--- src/rtl/pacote_memoria.sv ---
// Shared types for the data-memory controller: access-size codes, controller
// states and the captured-request payload.
package pacote_memoria;

    localparam int unsigned LARGURA_DADO = 32;

    // Access size as encoded on req_tamanho
    typedef enum logic [1:0] {
        TAM_BYTE   = 2'b00,
        TAM_HALF   = 2'b01,
        TAM_WORD   = 2'b10,
        TAM_ILEGAL = 2'b11
    } tamanho_t;

    // Controller states
    typedef enum logic [1:0] {
        OCIOSO   = 2'b00,
        LEITURA  = 2'b01,
        ESCRITA  = 2'b10,
        RESPOSTA = 2'b11
    } estado_t;

    // Request fields still needed after the accept edge
    typedef struct packed {
        logic                    escrita;
        tamanho_t                tamanho;
        logic                    sinal;
        logic [1:0]              pista;
        logic [LARGURA_DADO-1:0] dado;
    } requisicao_t;

endpackage

--- src/rtl/alinhador_bytes.sv ---
// Combinational lane steering for sub-word accesses (little-endian lanes).
// Ports:
//   tamanho            access size
//   sinal              loads: 1 sign-extend, 0 zero-extend
//   pista              byte address bits [1:0]
//   dado_novo          right-aligned store data
//   palavra_lida       word read from memory
//   palavra_mesclada_c palavra_lida with the selected lane replaced by dado_novo
//   dado_extraido_c    selected lane of palavra_lida, right-aligned and extended
module alinhador_bytes
    import pacote_memoria::*;
(
    input  tamanho_t                tamanho,
    input  logic                    sinal,
    input  logic [1:0]              pista,
    input  logic [LARGURA_DADO-1:0] dado_novo,
    input  logic [LARGURA_DADO-1:0] palavra_lida,
    output logic [LARGURA_DADO-1:0] palavra_mesclada_c,
    output logic [LARGURA_DADO-1:0] dado_extraido_c
);

    logic [7:0]  byte_sel;
    logic [15:0] half_sel;

    // Store merge: only the addressed lane changes
    always_comb begin
        palavra_mesclada_c = palavra_lida;
        case (tamanho)
            TAM_BYTE: palavra_mesclada_c[{pista, 3'b000} +: 8]      = dado_novo[7:0];
            TAM_HALF: palavra_mesclada_c[{pista[1], 4'b0000} +: 16] = dado_novo[15:0];
            TAM_WORD: palavra_mesclada_c = dado_novo;
            default:  palavra_mesclada_c = palavra_lida;
        endcase
    end

    // Load extract and extend
    always_comb begin
        byte_sel        = 8'(palavra_lida >> {pista, 3'b000});
        half_sel        = 16'(palavra_lida >> {pista[1], 4'b0000});
        dado_extraido_c = palavra_lida;
        case (tamanho)
            TAM_BYTE: dado_extraido_c = {{24{sinal & byte_sel[7]}}, byte_sel};
            TAM_HALF: dado_extraido_c = {{16{sinal & half_sel[15]}}, half_sel};
            default:  dado_extraido_c = palavra_lida;
        endcase
    end

endmodule

--- src/rtl/controlador_memoria_dados.sv ---
// CPU-side initiator for the word-addressed data memory. Accepts byte/half/word
// loads and stores over valid/ready; sub-word stores are read-modify-write.
// Optional feature: define LIMITE_MEMORIA_EN to flag word addresses >= PALAVRAS
// as errors; otherwise the address is only truncated to LARGURA_END bits.
// Ports:
//   clock, reset                  rising-edge clock, async active-high reset
//   req_valid/req_ready           request handshake (ready only when idle)
//   req_escrita, req_tamanho      store flag, size code
//   req_sinal                     load sign-extension
//   req_endereco, req_dado        byte address, right-aligned store data
//   resp_valid/resp_ready         response handshake
//   resp_dado, resp_erro          load result (0 for stores/errors), error flag
//   mem_endereco                  word address to memory
//   mem_memWrite                  write strobe
//   mem_dado_Escrito              write word
//   mem_dado_Lido                 combinational read data from memory
module controlador_memoria_dados
    import pacote_memoria::*;
#(
    parameter int unsigned LARGURA_END = 26,
    parameter int unsigned PALAVRAS    = 16
) (
    input  logic                    clock,
    input  logic                    reset,
    input  logic                    req_valid,
    output logic                    req_ready,
    input  logic                    req_escrita,
    input  logic [1:0]              req_tamanho,
    input  logic                    req_sinal,
    input  logic [31:0]             req_endereco,
    input  logic [LARGURA_DADO-1:0] req_dado,
    output logic                    resp_valid,
    input  logic                    resp_ready,
    output logic [LARGURA_DADO-1:0] resp_dado,
    output logic                    resp_erro,
    output logic [LARGURA_END-1:0]  mem_endereco,
    output logic                    mem_memWrite,
    output logic [LARGURA_DADO-1:0] mem_dado_Escrito,
    input  logic [LARGURA_DADO-1:0] mem_dado_Lido
);

`ifdef LIMITE_MEMORIA_EN
    localparam bit LIMITE_ATIVO = 1'b1;
`else
    localparam bit LIMITE_ATIVO = 1'b0;
`endif

    estado_t                 estado, estado_prox;
    requisicao_t             req_r, req_prox;
    logic [LARGURA_END-1:0]  mem_endereco_prox;
    logic [LARGURA_DADO-1:0] dado_escrito_prox;
    logic [LARGURA_DADO-1:0] resp_dado_prox;
    logic                    resp_erro_prox;

    tamanho_t                tam_c;
    logic [LARGURA_END-1:0]  palavra_req_c;
    logic                    erro_tam_c;
    logic                    fora_faixa_c;
    logic                    erro_c;
    logic [LARGURA_DADO-1:0] palavra_mesclada_c;
    logic [LARGURA_DADO-1:0] dado_extraido_c;
    logic                    endereco_alto_unused_c;

    // Address bits above the word-address field carry no meaning here
    assign endereco_alto_unused_c = ^req_endereco[31:LARGURA_END+2];

    // Request decode and error classification
    always_comb begin
        tam_c         = tamanho_t'(req_tamanho);
        palavra_req_c = req_endereco[LARGURA_END+1:2];
        erro_tam_c    = (tam_c == TAM_ILEGAL)
                      | ((tam_c == TAM_HALF) & req_endereco[0])
                      | ((tam_c == TAM_WORD) & (req_endereco[1:0] != 2'b00));
        fora_faixa_c  = (32'(palavra_req_c) >= 32'(PALAVRAS));
        erro_c        = erro_tam_c | (LIMITE_ATIVO & fora_faixa_c);
    end

    // Lane steering works on the captured request and the live read data
    alinhador_bytes u_alinhador (
        .tamanho            (req_r.tamanho),
        .sinal              (req_r.sinal),
        .pista              (req_r.pista),
        .dado_novo          (req_r.dado),
        .palavra_lida       (mem_dado_Lido),
        .palavra_mesclada_c (palavra_mesclada_c),
        .dado_extraido_c    (dado_extraido_c)
    );

    // Next-state and datapath
    always_comb begin
        estado_prox       = estado;
        req_prox          = req_r;
        mem_endereco_prox = mem_endereco;
        dado_escrito_prox = mem_dado_Escrito;
        resp_dado_prox    = resp_dado;
        resp_erro_prox    = resp_erro;

        case (estado)
            OCIOSO: begin
                if (req_valid) begin
                    req_prox = '{escrita: req_escrita, tamanho: tam_c, sinal: req_sinal,
                                 pista: req_endereco[1:0], dado: req_dado};
                    resp_dado_prox = '0;
                    resp_erro_prox = 1'b0;
                    if (erro_c) begin
                        // No memory access; mem_endereco keeps its old value
                        resp_erro_prox = 1'b1;
                        estado_prox    = RESPOSTA;
                    end else begin
                        mem_endereco_prox = palavra_req_c;
                        if (req_escrita && (tam_c == TAM_WORD)) begin
                            dado_escrito_prox = req_dado;
                            estado_prox       = ESCRITA;
                        end else begin
                            estado_prox = LEITURA;
                        end
                    end
                end
            end
            LEITURA: begin
                if (req_r.escrita) begin
                    dado_escrito_prox = palavra_mesclada_c;
                    estado_prox       = ESCRITA;
                end else begin
                    resp_dado_prox = dado_extraido_c;
                    estado_prox    = RESPOSTA;
                end
            end
            ESCRITA: begin
                estado_prox = RESPOSTA;
            end
            RESPOSTA: begin
                if (resp_ready) begin
                    estado_prox = OCIOSO;
                end
            end
            default: begin
                estado_prox = OCIOSO;
            end
        endcase
    end

    // State and output registers; handshake/strobe flops track the next state
    always_ff @(posedge clock or posedge reset) begin
        if (reset) begin
            estado           <= OCIOSO;
            req_r            <= '0;
            mem_endereco     <= '0;
            mem_dado_Escrito <= '0;
            resp_dado        <= '0;
            resp_erro        <= 1'b0;
            resp_valid       <= 1'b0;
            mem_memWrite     <= 1'b0;
            req_ready        <= 1'b1;
        end else begin
            estado           <= estado_prox;
            req_r            <= req_prox;
            mem_endereco     <= mem_endereco_prox;
            mem_dado_Escrito <= dado_escrito_prox;
            resp_dado        <= resp_dado_prox;
            resp_erro        <= resp_erro_prox;
            resp_valid       <= (estado_prox == RESPOSTA);
            mem_memWrite     <= (estado_prox == ESCRITA);
            req_ready        <= (estado_prox == OCIOSO);
        end
    end

endmodule
--- config.mk ---
export PLATFORM = sky130hd
export DESIGN_NAME = controlador_memoria_dados
export DESIGN_NICKNAME = d
export VERILOG_FILES = /design/src/rtl/pacote_memoria.sv /design/src/rtl/alinhador_bytes.sv /design/src/rtl/controlador_memoria_dados.sv
export SDC_FILE = /design/constraint.sdc
export NUM_CORES = 1
export LEC_CHECK = 0
export CAP_MARGIN = 40
export CORE_ASPECT_RATIO = 0.9
export CORE_MARGIN = 2
export CORE_UTILIZATION = 53
export CTS_BUF_LIST = sky130_fd_sc_hd__clkbuf_16
export CTS_CLUSTER_DIAMETER = 200
export DETAILED_ROUTE_END_ITERATION = 8
export PLACE_DENSITY = 0.87
export SYNTH_ARGS = -nofsm -noshare
export SYNTH_HDL_FRONTEND = slang
export SYNTH_SLANG_ARGS = --single-unit
--- constraint.sdc ---
create_clock -name clock -period 11.8 [get_ports clock]
set_clock_uncertainty 0.2 [all_clocks]
set_input_delay 1.77 -clock clock [delete_from_list [all_inputs] [get_ports clock]]
set_output_delay 1.77 -clock clock [all_outputs]
set_load 0.02 [all_outputs]
==> run metrics, run 1 <==
Levels on crit path 7; post-DP HPWL 15800 µm; number of pins exceeding their max-slew limit in the final report 0; final critical path time including I/O delays and setup about 4.3 ns; overall via count from detail_route ~7000; post-DR wirelength/cell 21.6 µm; number of register bits inferred by synthesis roughly 130; Vert. Die Dim 115 µm; total of hold buffers inserted after clock tree synthesis 0; total routed wirelength 23500 µm; H-Tree Depth 4; Worst setup SP type primary input; number of distinct standard cells referenced by the synthesized netlist between 40 and 50; clock slew at the register clock pins of the worst setup and hold paths 0.06 ns; result of the run finished clean; # clock sinks between 100 and 150; post-CTS setup buffer count 0; Worst Hold Class register to register; number of enable flip-flop cells after synthesis 0; share of the yosys chip area belonging to registers 0.464; clk_lat worst skew 0.43 ns; global placement routability congestion 0.877; worst slack on hold paths around 0.28 ns; Crit Reg-Reg Endpoint mem_dado_Escrito[18]; fraction of layout instances using a drive strength above 1 0.111; crit-path max cell delay 0.65 ns; Yosys top cell area share 0.461; max-capacitance violation count 0; path depth of the worst reg2reg path 6; global-route wire length before repair between 30000 and 40000 µm; die area around 15000 µm²; Tightest Pin Transition about 0.91 ns; PortBufs about 190; setup_tns 0 ns; RSZ-0062 raised after global routing no; cell with the most instances after synthesis nand2_1; area overhead of the layout relative to synthesis 37.5%; antenna violations before repair 0; fillcell total just over 900; Core Box Area between 10000 and 15000 µm²; total standard cell area after synthesis slightly above 7000 µm²; worst setup slack for register-to-register paths roughly 8.8 ns; type of destination of the critical path register; final hold vios 0; final setup violation count 0; net total in the final layout 1014; leakage just over 4 nW; total global-route track usage 0.328; sequence of cells on the critical path clkdlybuf4s50_1 > nor3b_4 > buf_4 > a41oi_4 > inv_2 > o21ai_0 > o21ai_1; termination of the worst setup path mem_dado_Escrito[18]; via count of the first global-routing pass between 6000 and 7000; die width about 130 µm; clock tree from TritonCTS yes; top_reg_cell synth dfrtp_1; cell with the largest stage delay on the worst path inv_2; initial standard-cell utilization of the core 0.543; reg2reg start estado[1]; net count after synthesis around 840; kind of cell adding the most delay to the critical path buffers and inverters; clock root cell clkbuf_16; I/O pin cnt 198; vias per cell between 6 and 7; count of buffer and inverter cells on the critical path 3; category of the critical setup timing path primary input to register; Async S/R FF share, synth 1.00; Max-slew headroom 0.391; cell types with the largest area share after synthesis dfrtp_1, nand2_1, mux2_2; post-synth top area cell dfrtp_1; Remaining DRCs 0; worst vdd rail ir drop between 0.0002 and 0.00025 V; launching element of the worst setup path req_valid; Congestion Overflow GR 0; synthesized instance count between 700 and 800; largest net degree at the start of global routing 60; Inserted Clock Buffers 17; worst-path fanout max 46; number of nets still failing antenna checks after routing 0; YS warnings 0; power density of the placed cells between 200 and 300 nW/µm²; synthesized area per cell 9.84 µm²; required arrival time at the worst endpoint 11.95 ns; First DRT Iteration DRCs ~1000; Worst EP arrival about 4.5 ns; Cell Rows 40; buffer levels on the longest clock path 2; highest clock rate about 230 MHz; final worst-path cycle share 0.368; number of gates resized after cts 0; most frequent cells after synthesis nand2_1, dfrtp_1, o21ai_0, mux2_2, a221o_1; first drt pass iteration count 6; Antenna Cells 0
[layer usage]
layer	track usage	part of all wire	vias up	wire [µm]
li1	-	-	3057	-
met5	0	0	-	0
met1	0.431	0.39	3381	9240
met2	0.513	0.46	493	10900
met4	0.154	0.038	0	900
met3	0.0879	0.10	66	2460
[power breakdown]
group          leakage, nW  internal, mW  switching [mW]
combinational         2.19         0.643           0.816
clock                0.296         0.371           0.205
sequential            1.67         0.671           0.172
total                 4.15          1.68            1.19
[how the worst min path moves through the flow]
stage	startpoint	endpoint	cells past startpoint
after floorplan	req_r[30]	req_r[30]	2
after global placement	req_r[17]	req_r[17]	2
after detailed placement	req_r[16]	req_r[16]	2
after CTS	req_r[17]	req_r[17]	2
after global routing	mem_endereco[7]	mem_endereco[7]	1
final	req_r[16]	req_r[16]	2
[logic make-up after synthesis]
family	after synthesis	synth area share
compound gates	235	0.232
simple gates	231	0.149
flops	134	0.464
mux	64	0.103
fa+ha+maj	5	0.00866
buf+inv	65	0.0419
[metrics by stage]
stage	cell area [µm²]	cells	util	power [mW]	setup slack, ns
floorplan	7220	734	-	1.71	6.25
global placement	9160	1045	0.688	2.21	6.81
detailed placement	9290	1054	0.698	2.27	7.08
CTS	9930	1086	0.746	2.86	7.48
global route	9930	1086	0.746	3.03	7.26
finish	9930	1086	0.746	2.88	7.45
[cell usage in the layout (no fill, tap or decap), types with 6 or more instances in the layout]
master           Yosys  layout
a221oi_1            27      27
and3b_1              9       9
nand2_1            159     159
a21oi_1             25      25
a221o_1             30      30
dfrtp_1            133     133
a311o_1             16      16
and2_1              20      20
mux2_2              35      35
nor2_1              15      14
mux2i_1             24      24
o21ai_0             60      60
o22ai_1              9       9
a211o_1              8       8
nand3_1              8       8
clkdlybuf4s50_1      0     193
a22o_1               6       6
o21ai_1             23      23
o221ai_1             7       7
buf_4                3      10
o21a_1               9       9
clkbuf_16            0      17
[worst register-to-register path: cells and delay by family, from the launching register on]
| family | cells | cell delay [ns] |
|---|---|---|
| flip-flops | 1 | 0.50 |
| AO/OA/AOI/OAI | 3 | 0.85 |
| AND/OR/NAND/NOR | 1 | 0.22 |
| buffers and inverters | 2 | 1.12 |
[registers in the layout (all words and copies together) (netlist names)]
name / cells
mem_memWrite: 1
req_ready: 1
req_r: 38
resp_valid: 1
mem_endereco: 26
resp_dado: 32
estado: 2
mem_dado_Escrito: 32
resp_erro: 1
[layout make-up]
| class | count | area, µm² | share of cell area |
|---|---|---|---|
| multi-input cells | 535 | 3570 | 0.360 |
| flip-flops and latches | 134 | 3350 | 0.338 |
| repair buffers | 209 | 2120 | 0.213 |
| clock buffers | 17 | 425 | 0.0428 |
| clock inverters | 15 | 210 | 0.0212 |
| well taps | 168 | 210 | 0.0212 |
| inverters | 8 | 35.0 | 0.00353 |
No activity file was read; power rests on OpenSTA's default activity.
==> inputs of run 2 (changes only) <==
--- a/config.mk
+++ b/config.mk
@@ -8,11 +8,11 @@
 export CAP_MARGIN = 40
 export CORE_ASPECT_RATIO = 0.9
 export CORE_MARGIN = 2
-export CORE_UTILIZATION = 53
+export CORE_UTILIZATION = 44
 export CTS_BUF_LIST = sky130_fd_sc_hd__clkbuf_16
 export CTS_CLUSTER_DIAMETER = 200
 export DETAILED_ROUTE_END_ITERATION = 8
-export PLACE_DENSITY = 0.87
+export PLACE_DENSITY = 0.77
 export SYNTH_ARGS = -nofsm -noshare
 export SYNTH_HDL_FRONTEND = slang
 export SYNTH_SLANG_ARGS = --single-unit
==> constraint.sdc (replaced) <==
create_clock -name clock -period 4 [get_ports clock]
set_clock_uncertainty 0.2 [all_clocks]
set_input_delay 0.6 -clock clock [delete_from_list [all_inputs] [get_ports clock]]
set_output_delay 0.6 -clock clock [all_outputs]
set_load 0.02 [all_outputs]
==> run 2 against run 1 <==
Compared with the run above:
- sequential share of layout area increased by 0.068 points
- final area is 0.20% lower
- combinational power grew to 2.9 times the previous value
- utilization decreased by 13 points
- global-route usage is 5.5 points lower
==> run metrics, run 2 (synthesis results as in run 1) <==
result of the run finished clean; H-Tree Depth 4; Remaining DRCs 0; First DRT Iteration DRCs 648; # clock sinks between 100 and 150; Core Box Area 16100 µm²; via count of the first global-routing pass approximately 6800; area overhead of the layout relative to synthesis 37.2%; cell depth of the worst min-delay path 2; reg2reg start req_r[35]; Crit Reg-Reg Endpoint mem_dado_Escrito[12]; hold path startpoint req_r[26]; fillcell total between 1000 and 1500; global placement routability congestion between 0.8 and 0.9; Cell Rows 44; path depth of the worst reg2reg path 4; RSZ-0062 raised after global routing no; worst-path fanout max 29; setup_tns 0 ns; register bank with the most flops req_r; first drt pass iteration count 6; fraction of layout instances using a drive strength above 1 0.115; worst vdd rail ir drop 0.000535 V; Congestion Overflow GR 0; largest registers req_r (38), mem_dado_Escrito (32), resp_dado (32); clk_lat worst skew ~0.42 ns; PortBufs roughly 190; leakage approximately 4.1 nW; instance count after placement with tap cells included between 1000 and 1500; category of the critical setup timing path register to register; Inserted Clock Buffers 17; required arrival time at the worst endpoint ~4.1 ns; final critical path time including I/O delays and setup just under 3 ns; Max-slew headroom 0.382; total of hold buffers inserted after clock tree synthesis 0; post-CTS setup buffer count 0; clock root cell clkbuf_16; highest clock rate 342 MHz; number of pins exceeding their max-slew limit in the final report 0; die width between 100 and 150 µm; post-DP HPWL ~16000 µm; worst hold endpoint req_r[26]; final hold vios 0; number of nets still failing antenna checks after routing 0; Worst EP arrival 3.07 ns; most used cells in the layout excluding fill and tap cells clkdlybuf4s50_1, nand2_1, dfrtp_1; number of gates resized after cts 0; Tightest Pin Transition a little over 0.9 ns; sum of internal, switching and leakage power ~8.3 mW; max reg flops 38; global-route wire length before repair around 38000 µm; overall via count from detail_route ~6800; worst setup slack for register-to-register paths 1.08 ns; buffer levels on the longest clock path 2; final worst-path cycle share 0.730; vias per cell ~6.0; net total in the final layout about 1000; type of destination of the critical path register; total global-route track usage 0.273; Worst setup SP type register; area taken by flip-flops and latches about 3400 µm²; clock tree from TritonCTS yes; final setup violation count 0; area used by multi-input combinational logic ~3600 µm²; Antenna Cells 0; die area roughly 17000 µm²; filler-free cell count of the finished design between 1000 and 1500; clock slew at the register clock pins of the worst setup and hold paths 0.06 ns; initial standard-cell utilization of the core 0.449; most common cell after layout, fill and taps aside clkdlybuf4s50_1; I/O pin cnt between 150 and 200; max-capacitance violation count 0; power density of the placed cells roughly 840 nW/µm²; antenna violations before repair 0; largest net degree at the start of global routing between 60 and 70; total routed wirelength approximately 23000 µm; post-DR wirelength/cell around 21 µm; Worst Hold Class register to register; Vert. Die Dim around 130 µm
-- run 2: changes by cell type in the layout (fill, tap and decap cells not counted), sizes merged --
cell	previous run	this run
buf	16	20
bufinv	5	2
clkinv	5	8
clkinvlp	5	6
inv	8	7
-- run 2: layer usage --
metal  wire (µm)  part of all wire  vias up  global-route usage
met5           0                 0        -                   0
met3        2390              0.10       42              0.0816
met1        9640              0.41     3269               0.363
li1            -                 -     3071                   -
met2       10900              0.46      378               0.433
met4         562             0.024        0              0.0862
-- run 2: report_power, final --
group	total [mW]	switching [mW]	internal, mW	leakage (nW)
logic	4.26	2.36	1.90	2.19
clock network	1.51	0.605	0.905	0.265
registers	2.52	0.543	1.98	1.67
total	8.29	3.50	4.78	4.13
-- run 2: critical path, stage by stage (launching register included) --
cell and delay [ns]:
dfrtp_1 0.95, inv_1 0.44, o21ai_1 0.81, a221oi_1 0.26
o21ai_1 0.19
-- run 2: metrics by stage --
| stage | worst slack [ns] | hold WS [ns] | util | cell area (µm²) |
|---|---|---|---|---|
| floorplan | 1.24 | 0.240 | - | 7230 |
| global placement | 1.10 | 0.259 | 0.577 | 9270 |
| detailed placement | 1.09 | 0.268 | 0.581 | 9340 |
| CTS | 1.19 | 0.282 | 0.616 | 9910 |
| global route | 0.942 | 0.295 | 0.616 | 9910 |
| finish | 1.08 | 0.280 | 0.616 | 9910 |
-- run 2: cell type report --
type,instances,area share
Sequential cell,134,0.339
Tap cell,207,0.0261
Clock inverter,15,0.0140
Clock buffer,17,0.0429
Inverter,8,0.00341
Multi-Input combinational cell,535,0.361
Timing Repair Buffer,213,0.214
-- run 2: worst max-delay path by stage --
stage                                       to  cells after the start  startpoint  slack, ns
after global placement           resp_dado[30]                      6   req_valid       1.10
after CTS                 mem_dado_Escrito[12]                      4   req_r[35]       1.19
after detailed placement         resp_dado[28]                      6   req_valid       1.09
final                     mem_dado_Escrito[12]                      4   req_r[35]       1.08
after global routing      mem_dado_Escrito[14]                      4   req_r[35]       0.94
after floorplan           mem_dado_Escrito[17]                      9   req_r[32]       1.24
